===== src/rtl/mips_mem_arbiter.sv =====
// Unified I/D memory arbiter: serialises IF fetches and DM loads/stores onto one memory port.
// Optional IF anti-starvation is enabled by defining ARB_FAIR_EN.
module mips_mem_arbiter #(
  parameter int AW         = 10,
  parameter int DW         = 32,
  parameter int MEM_LAT    = 1,
  parameter int STARVE_LIM = 4
) (
  input  logic          clk,
  input  logic          rst,
  input  logic          if_req,
  input  logic [AW-1:0] if_addr,
  output logic          if_gnt,
  output logic          if_rvalid,
  output logic [DW-1:0] if_rdata,
  input  logic          dm_req,
  input  logic          dm_we,
  input  logic [AW-1:0] dm_addr,
  input  logic [DW-1:0] dm_wdata,
  output logic          dm_gnt,
  output logic          dm_rvalid,
  output logic [DW-1:0] dm_rdata,
  output logic          mem_en,
  output logic          mem_we,
  output logic [AW-1:0] mem_addr,
  output logic [DW-1:0] mem_wdata,
  input  logic [DW-1:0] mem_rdata,
  output logic          busy
);

  typedef enum logic [1:0] {IDLE, ACCESS, RESP} state_t;

  state_t     state;
  logic [2:0] lat_cnt;
  logic       win_dm;
  logic       any_req;
  logic       if_wins;

  if (MEM_LAT < 1 || MEM_LAT > 7 || STARVE_LIM < 1) begin : g_bad_param
    $error("mips_mem_arbiter: MEM_LAT must be 1..7 and STARVE_LIM >= 1");
  end

  assign any_req = if_req | dm_req;

`ifdef ARB_FAIR_EN
  localparam int SW = $clog2(STARVE_LIM + 2);
  logic [SW-1:0] starve_cnt;

  // IF takes a conflict once DM has beaten a waiting IF STARVE_LIM times in a row.
  assign if_wins = if_req && (!dm_req || starve_cnt == SW'(STARVE_LIM));

  always_ff @(posedge clk or posedge rst) begin
    if (rst) begin
      starve_cnt <= '0;
    end else if (state == IDLE && any_req) begin
      if (if_wins)
        starve_cnt <= '0;
      else if (if_req)
        starve_cnt <= starve_cnt + 1'b1;
    end
  end
`else
  assign if_wins = if_req && !dm_req;
`endif

  // Single FSM: every port output is a register loaded on the transition that needs it.
  always_ff @(posedge clk or posedge rst) begin
    if (rst) begin
      state     <= IDLE;
      lat_cnt   <= '0;
      win_dm    <= 1'b0;
      if_gnt    <= 1'b0;
      if_rvalid <= 1'b0;
      if_rdata  <= '0;
      dm_gnt    <= 1'b0;
      dm_rvalid <= 1'b0;
      dm_rdata  <= '0;
      mem_en    <= 1'b0;
      mem_we    <= 1'b0;
      mem_addr  <= '0;
      mem_wdata <= '0;
      busy      <= 1'b0;
    end else begin
      case (state)
        IDLE: begin
          if_rvalid <= 1'b0;
          dm_rvalid <= 1'b0;
          if (any_req) begin
            state     <= ACCESS;
            lat_cnt   <= 3'(MEM_LAT - 1);
            win_dm    <= !if_wins;
            if_gnt    <= if_wins;
            dm_gnt    <= !if_wins;
            mem_en    <= 1'b1;
            mem_we    <= if_wins ? 1'b0 : dm_we;
            mem_addr  <= if_wins ? if_addr : dm_addr;
            mem_wdata <= if_wins ? '0 : dm_wdata;
            busy      <= 1'b1;
          end
        end
        ACCESS: begin
          if_gnt <= 1'b0;
          dm_gnt <= 1'b0;
          if (lat_cnt == 3'd0) begin
            state  <= RESP;
            mem_en <= 1'b0;
            mem_we <= 1'b0;
            if (win_dm) begin
              dm_rvalid <= 1'b1;
              if (!mem_we)
                dm_rdata <= mem_rdata;
            end else begin
              if_rvalid <= 1'b1;
              if_rdata  <= mem_rdata;
            end
          end else begin
            lat_cnt <= lat_cnt - 1'b1;
          end
        end
        RESP: begin
          state     <= IDLE;
          if_rvalid <= 1'b0;
          dm_rvalid <= 1'b0;
          busy      <= 1'b0;
        end
        default: begin
          state <= IDLE;
          busy  <= 1'b0;
        end
      endcase
    end
  end

endmodule


===== config.mk =====
export PLATFORM = sky130hd
export DESIGN_NAME = mips_mem_arbiter
export DESIGN_NICKNAME = d
export VERILOG_FILES = /design/src/rtl/mips_mem_arbiter.sv
export SDC_FILE = /design/constraint.sdc
export NUM_CORES = 1
export LEC_CHECK = 0
export ABC_AREA = 1
export CAP_MARGIN = 20
export CORE_MARGIN = 4
export CORE_UTILIZATION = 28
export CTS_CLUSTER_SIZE = 10
export DETAILED_ROUTE_END_ITERATION = 7
export GPL_TIMING_DRIVEN = 0
export HOLD_SLACK_MARGIN = 0.03
export PLACE_DENSITY = 0.66
export SLEW_MARGIN = 20
export SYNTH_ARGS = -nofsm -noshare
export SYNTH_HDL_FRONTEND = slang
export SYNTH_SLANG_ARGS = --single-unit

===== constraint.sdc =====
create_clock -name clk -period 3.81 [get_ports clk]
set_input_delay 0.381 -clock clk [delete_from_list [all_inputs] [get_ports clk]]
set_output_delay 0.381 -clock clk [all_outputs]
set_load 0.01 [all_outputs]

* Word level (Yosys, flattened, before mapping)
Cells that the tools add are included.
Word-level totals: word-level logic and storage cells 69, flip-flop bits (word level) 119, input bits 89
Operators by class: mux-type cells 25, bitwise logic cells 4, eq/ne operators 7, add/sub/neg operators 1, reductions and logical operators 18
Operators by type and width (count):
- 32-bit two-way mux | 1
- 3-bit AND reduction | 5
- 1-bit one-hot mux with 2 select lines | 7
- 1-bit two-way mux | 10
- 10-bit two-way mux | 1
- 2-bit inequality test, second input constant | 5
- 2-bit AND reduction | 4
- 3-bit two-way mux | 2
- 3-bit one-hot mux with 2 select lines | 1
- 2-bit two-way mux | 2
- 2-bit one-hot mux with 2 select lines | 1
- 4-bit AND reduction | 1
- 2-bit nonzero test | 2
- 3-bit logical NOT | 1
- 1-bit inverter | 3
- 3-bit by 1-bit subtractor with 3-bit output, second input constant | 1
- 2-bit by 1-bit == test with 1-bit output, second input constant | 1
- 2-bit == test, second input constant | 1
- 1-bit logical NOT | 2
- 2-bit logical NOT | 1
- 2-bit OR reduction | 1
- 1-bit logical AND | 1
- 1-bit OR | 1

* Logic depth before layout (Yosys ltp)
Gate-level depths: netlist (run 1).
depth in word-level cells 5, mapped depth 8, gate-level depth less buffers 8

* Worst setup path before layout (run 1)
No wires, ideal clock.
path type register to register, from register lat_cnt[0], to register dm_rdata[0], path buffers 1, setup time 0.117 ns, clock period less this slack 1.320 ns, required time 3.693 ns, arrival 1.203 ns, stages on the path, launching flop included 9, slack 2.490 ns, cells stage by stage dfrtp_1 -> inv_1 -> ha_1 -> inv_1 -> nor2_4 -> nand3_4 -> buf_6 -> nand2_1 -> nand2_1
Between the ends: cells in the longest elaborated chain, start to end 2
Ends and longest elaborated chain:
- start: declaration | RTL line 34 | logic [2:0] lat_cnt;
- start signal: assignment | RTL line 90 | lat_cnt <= 3'(MEM_LAT - 1);
- start signal: assignment | RTL line 117 | lat_cnt <= lat_cnt - 1'b1;
- 3-bit logical NOT | RTL line 104 | if (lat_cnt == 3'd0) begin
- 4-bit AND reduction (no source line)
- end signal: assignment | RTL line 111 | dm_rdata <= mem_rdata;
- end: declaration | RTL line 22 | output logic [DW-1:0] dm_rdata,
Every way passes these cells. A chain may end at the register's enable or synchronous reset.

* Worst setup path after layout (run 1)
from register mem_we, to output port mem_we
RTL lines:
- start: declaration | RTL line 24 | output logic mem_we,
- start signal: assignment | RTL line 95 | mem_we <= if_wins ? 1'b0 : dm_we;
No word-level cell between the ends.

==> summary.md, run 1 <==
| Metric | Value |
|---|---|
| Status | `finished, final reports clean` |
| CTS resizes | `0` |
| FILL cells | `1,714` |
| Die Footprint | `19,900 sq um` |
| First-pass GRT wire length | `24.2 mm` |
| Largest net degree at the start of global routing | `70` |
| Post-CTS setup buffers | `0` |
| WHS Endpoint | `mem_wdata[28]` |
| CTS sink cnt | `119` |
| Post-synthesis register bit count | `119` |
| Synth Area in Adders | `0.00504` |
| Min-Delay Path Class | `input pin to flip-flop` |
| Initial antenna violation count | `0` |
| Fin crit share | `0.472` |
| Post-route ant nets | `0` |
| Buffers on Ports | `200` |
| Fin util | `0.458` |
| Top cell type by total area after synthesis | `dfrtp_1` |
| Crit Path Category | `flip-flop to output port` |
| Total wire length | `15.4 mm` |
| Share of layout cells above drive strength 1 | `0.0952` |
| 1st-iter DRT viols | `190` |
| Final #Nets | `876` |
| WHS | `0.334 ns` |
| Worst hold path depth | `3` |
| CP Launch Type | `flip-flop` |
| CTS tree | `done` |
| Routability Congestion | `0.771` |
| Critical Path Max Stage Delay | `0.58 ns` |
| Die span in x | `141 um` |
| Site Rows | `48` |
| Clk_lat worst skew | `0.41 ns` |
| Synth Flop Type | `dfrtp_1` |
| RSZ-0062 raised after global routing | `false` |
| Wirelength per Cell | `15.0 um` |
| Vias in the first global route | `4,477` |
| Synth Warn # | `0` |
| Max Buffers Root-to-Sink | `2` |
| Peak supply drop | `0.428 mV` |
| # setup viols final | `0` |
| Cells after synthesis | `565` |
| Origin of the critical flop-to-flop path | `lat_cnt[0]` |
| Post-Synth XOR/XNOR Area | `0` |
| Reg-to-reg endpoint | `dm_rdata[15]` |
| Multiplexer area fraction after synthesis | `0` |
| Hold-fix buffers, CTS | `0` |
| Fmax | `0.556 GHz` |
| Clk slew on worst S/H paths | `0.06 ns` |
| Yosys top cell area share | `0.600` |
| Max FO, Critical Path | `3` |
| Min Tclk post-route | `1.80 ns` |
| Post-synth EDFFs | `0` |
| Synth unique cells | `18` |
| Synth async-reset ratio | `1.00` |
| Max-Cap Viols | `0` |
| Die Span Y | `141 um` |
| Via/cell ratio | `4.39` |
| Worst path bufs/invs | `1` |
| Post-synth top cells | `nand2_1, dfrtp_1, nand3_1` |
| Placed wire-length estimate | `11.2 mm` |
| DR vias | `4,486` |
| Core ar. | `17,400 sq um` |
| Worst path cell trace | `clkdlybuf4s50_1` |
| Compound-Gate Fraction of Synth Area | `0.00202` |
| Worst-Margin Slew | `0.489 ns` |
| FF-to-FF path depth | `8` |
| Largest family of logic cells by synthesized area | `simple AND/OR/NAND/NOR gates` |
| Crit-path slowest cell | `clkdlybuf4s50_1` |
| Sequential area share after synthesis | `0.600` |
| Static Leak | `3.90 nW` |
| Clock Root Buffer | `clkbuf_16` |
| Area grow syn2layout | `60.0%` |
| Setup Skew | `0.00945 ns` |
| Htree depth | `4` |
| Reg2reg setup slack | `2.23 ns` |
| Cell Area, Synth | `4970 sq um` |
| Setup WS pre-CTS | `2.22 ns` |
| CP Data Required Time | `3.43 ns` |
| Syn avg cell area | `8.79 sq um` |
| Setup WS post-layout | `2.01 ns` |
| Mapped Nets | `656` |
| Total I/O pin count | `202` |
| Hold_sp | `dm_req` |
| WP data arrival | `1.42 ns` |
| Remaining global-route overflow | `0` |
| Final Hold Violating Endpoints | `0` |
| Sequential Area | `2980 sq um` |
| DRC viols | `0` |
| Total Routing Usage GR | `0.156` |
| Top delay family on crit path | `buffers and inverters` |
| Most frequent cell after synthesis | `nand2_1` |
| Crit. End Element | `output port` |
| Cell Pwr Density | `928 nW/um^2` |
| Initial core utilization | `0.286` |
| DRT Pass-1 Iters | `4` |
| N_diodes | `0` |
| Area of the multi-input gates | `1720 sq um` |
| Clock buffer count from CTS | `17` |
| Slew headroom | `0.674` |
| Top cells by area, synth | `dfrtp_1, nand2_1, nand3_1` |
| Post-Synth Simple-Gate Area | `0.340` |
| Pins Over Slew Limit | `0` |
-- layout make-up --
cell class / instances / share of cell area
Timing Repair Buffer: 201 / 0.255
Sequential cell: 119 / 0.375
Clock inverter: 14 / 0.0280
Tap cell: 225 / 0.0354
Buffer: 32 / 0.0269
Multi-Input combinational cell: 400 / 0.217
Clock buffer: 18 / 0.0553
Inverter: 14 / 0.00725
-- worst max-delay path by stage --
stage	start	end	slack (ns)	cells past startpoint
3_5_place_dp	rst	if_rdata[1]	2.22	3
6_report	mem_we	mem_we	2.01	1
4_1_cts	mem_we	mem_we	1.98	1
2_1_floorplan	rst	busy	0.27	1
3_3_place_gp	rst	mem_addr[7]	-1.69	2
5_1_grt	mem_we	mem_we	1.95	1
-- logic make-up after synthesis --
| logic type | count (synthesis) |
|---|---|
| flops | 119 |
| simple gates | 396 |
| compound gates | 2 |
| buf+inv | 46 |
| fa+ha+maj | 2 |
-- cells in the final DEF, fill, tap and decap left out --
cell type / netlist / routed
buf_1: 2 / 2
inv_2: 4 / 4
inv_6: 0 / 3
nor2_4: 5 / 5
nor2_1: 4 / 4
inv_1: 10 / 9
clkbuf_16: 0 / 17
nand3_1: 109 / 109
clkbuf_8: 0 / 1
buf_16: 0 / 1
clkdlybuf4s50_1: 0 / 200
dfrtp_1: 119 / 119
o21ai_0: 1 / 1
nand3_4: 1 / 1
nand2_2: 2 / 2
buf_4: 8 / 8
buf_6: 6 / 6
ha_1: 2 / 2
buf_2: 15 / 15
clkinv_4: 0 / 4
nand2_4: 1 / 1
clkbuf_1: 1 / 1
a21oi_1: 1 / 1
bufinv_16: 0 / 5
nand2_1: 274 / 274
clkinvlp_4: 0 / 2
clkinv_2: 0 / 1
-- report_power, final --
part           switching (W)  internal (W)  leakage, nW
clock network       0.000611       0.00118        0.317
logic                0.00173       0.00160         2.10
registers           0.000363       0.00189         1.48
-- flip-flops by register name, indices dropped and copies added (netlist names), 2 cells and up --
signal / count
mem_wdata: 32
state: 2
mem_addr: 10
dm_rdata: 32
if_rdata: 32
lat_cnt: 3
-- per-layer routing --
metal | track usage | wire, um | share of wire | vias up
met2 | 0.240 | 6930 | 0.45 | 186
met4 | 0.0413 | 161 | 0.010 | 0
met3 | 0.0716 | 1580 | 0.10 | 14
met5 | 0 | 0 | 0 | -
li1 | - | - | - | 2233
met1 | 0.198 | 6720 | 0.44 | 2053
-- metrics by stage --
stage,setup TNS (ns),total power [W],area (sq um),std cells
after detailed placement,0,0.00564,7280,991
after floorplan,0,0.00385,4970,565
after global routing,0,0.00791,7940,1023
final,0,0.00737,7940,1023
after CTS,0,0.00749,7940,1023
after global placement,-200.53,0.00559,7250,990
No activity file was read; power rests on OpenSTA's default activity.
==> run 2: changes to the inputs <==
clock period = 1.7 ns   (was 3.81 ns; I/O delays follow)
==> summary.md, run 2 (same netlist as run 1, synthesis figures left out) <==
| Metric | Value |
|---|---|
| Vias in the first global route | `4,394` |
| DR vias | `4,544` |
| Most frequent cells in the layout | `nand2_1, clkdlybuf4s50_1, dfrtp_1, nand3_1, clkbuf_16` |
| Largest registers | `dm_rdata x32, if_rdata x32, mem_wdata x32` |
| Busiest grt layer | `met2` |
| Most common cell after layout, fill and taps aside | `nand2_1` |
| Critical Path Max Stage Delay | `0.59 ns` |
| Grt met3 use | `0.0743` |
| Clk_lat worst skew | `0.41 ns` |
| Peak supply drop | `0.805 mV` |
| First-pass GRT wire length | `24.0 mm` |
| Worst Setup SP | `mem_we` |
| Initial core utilization | `0.286` |
| FILL cells | `1,753` |
| Comb pwr share | `0.464` |
| GR Util met2 | `0.242` |
| # setup viols final | `0` |
| Static Leak | `3.89 nW` |
| Clk slew on worst S/H paths | `0.06 ns` |
| FF-to-FF path depth | `8` |
| CP Launch Type | `flip-flop` |
| Reg2reg setup slack | `0.12 ns` |
| Post-CTS setup buffers | `0` |
| Slew headroom | `0.696` |
| Min Tclk post-route | `1.58 ns` |
| Post-route ant nets | `0` |
| Internal | `0.0100 W` |
| Final Cell Area | `7930 sq um` |
| Largest net degree at the start of global routing | `34` |
| Site Rows | `48` |
| Top delay family on crit path | `buffers and inverters` |
| Clock network power share | `0.223` |
| Wirelength per Cell | `15.1 um` |
| DRT Pass-1 Iters | `4` |
| Worst path bufs/invs | `1` |
| Total power | `0.0161 W` |
| 1st-iter DRT viols | `224` |
| Share of layout cells above drive strength 1 | `0.0986` |
| Clock Root Buffer | `clkbuf_16` |
| Crit Path Category | `flip-flop to output port` |
| Fmax | `0.632 GHz` |
| Hold-fix buffers, CTS | `0` |
| Core ar. | `17,400 sq um` |
| Fin util | `0.457` |
| Routability Congestion | `0.788` |
| Die span in x | `141 um` |
| CTS tree | `done` |
| Sw Ratio | `0.376` |
| Buffers on Ports | `200` |
| Area of the multi-input gates | `1720 sq um` |
| Max-Cap Viols | `0` |
| Via/cell ratio | `4.43` |
| Max FO, Critical Path | `3` |
| DRC viols | `0` |
| Worst hold path depth | `3` |
| CTS sink cnt | `119` |
| Total Routing Usage GR | `0.155` |
| Setup WS pre-CTS | `0.114 ns` |
| Switch Pwr | `0.00604 W` |
| Status | `finished, final reports clean` |
| WP data arrival | `1.41 ns` |
| Max Buffers Root-to-Sink | `2` |
| Initial antenna violation count | `0` |
| Die Footprint | `19,900 sq um` |
| WHS Endpoint | `mem_wdata[25]` |
| Setup Skew | `0.00953 ns` |
| Total I/O pin count | `202` |
| Met1 usage | `0.193` |
| Area grow syn2layout | `59.7%` |
| Total wire length | `15.5 mm` |
| Final Hold Violating Endpoints | `0` |
| Fin crit share | `0.931` |
| Sequential share of power | `0.314` |
| Crit. End Element | `output port` |
| RSZ-0062 raised after global routing | `false` |
| Hold_sp | `dm_req` |
| Pins Over Slew Limit | `0` |
| Remaining global-route overflow | `0` |
| Worst path cell trace | `clkdlybuf4s50_1` |
| N_diodes | `0` |
| Placed cell area | `7340 sq um` |
| Clock buffer count from CTS | `17` |
| Min-Delay Path Class | `input pin to flip-flop` |
| Htree depth | `4` |
| Cell Pwr Density | `2030 nW/um^2` |
| Crit-path slowest cell | `clkdlybuf4s50_1` |
| CTS resizes | `0` |
| Reg-to-reg endpoint | `dm_rdata[27]` |
| Worst-Margin Slew | `0.456 ns` |
| Sequential Area | `2980 sq um` |
| Placed wire-length estimate | `11.6 mm` |
| Die Span Y | `141 um` |
| CP Data Required Time | `1.53 ns` |
| Final #Nets | `879` |
| Origin of the critical flop-to-flop path | `lat_cnt[0]` |
| Setup WS post-layout | `0.118 ns` |
run 2: changes by cell type in the layout (fill, tap and decap cells not counted):
cell	before	now
clkinv_4	4	3
clkinvlp_4	2	4
clkinv_2	1	3
bufinv_16	5	2
buf_12	0	3
run 2: layout make-up:
| class | count | share of cell area |
|---|---|---|
| multi-input cells | 400 | 0.217 |
| well taps | 225 | 0.0355 |
| clock inverters | 14 | 0.0189 |
| inverters | 14 | 0.00710 |
| plain buffers | 32 | 0.0270 |
| repair buffers | 204 | 0.263 |
| clock buffers | 18 | 0.0554 |
| flip-flops and latches | 119 | 0.376 |
run 2: layer usage:
metal | vias to the layer above | wire [um] | part of all wire
met1 | 2102 | 6530 | 0.42
met5 | - | 0 | 0
met2 | 197 | 7020 | 0.45
li1 | 2237 | - | -
met4 | 0 | 107 | 0.0069
met3 | 8 | 1790 | 0.12
run 2: worst max-delay path by stage:
stage                     cells after the start           end
after global placement                        2  if_rdata[19]
final                                         1        mem_we
after CTS                                     1        mem_we
after global routing                          8  if_rdata[29]
after detailed placement                      8   dm_rdata[6]
after floorplan                               1          busy
run 2: tightest hold or removal path, stage by stage:
cell and delay, ns:
buf_2 0.17, nand3_1 0.10, nand2_1 0.04
run 2: power by group through the flow:
stage / clock [W] / sequential, W / combinational (W)
after CTS: 0.00366 / 0.00505 / 0.00760
after global routing: 0.00379 / 0.00523 / 0.00821
final: 0.00358 / 0.00504 / 0.00745
after global placement: 0 / 0.00504 / 0.00750
after detailed placement: 0 / 0.00506 / 0.00759
after floorplan: 0 / 0.00560 / 0.00302
run 2: through the flow:
stage	hold slack, ns	setup TNS, ns	cells
after floorplan	0.315	0	565
after global placement	0.453	-140.02	990
after detailed placement	0.458	0	994
after CTS	0.0965	0	1026
after global routing	0.107	0	1026
final	0.110	0	1026
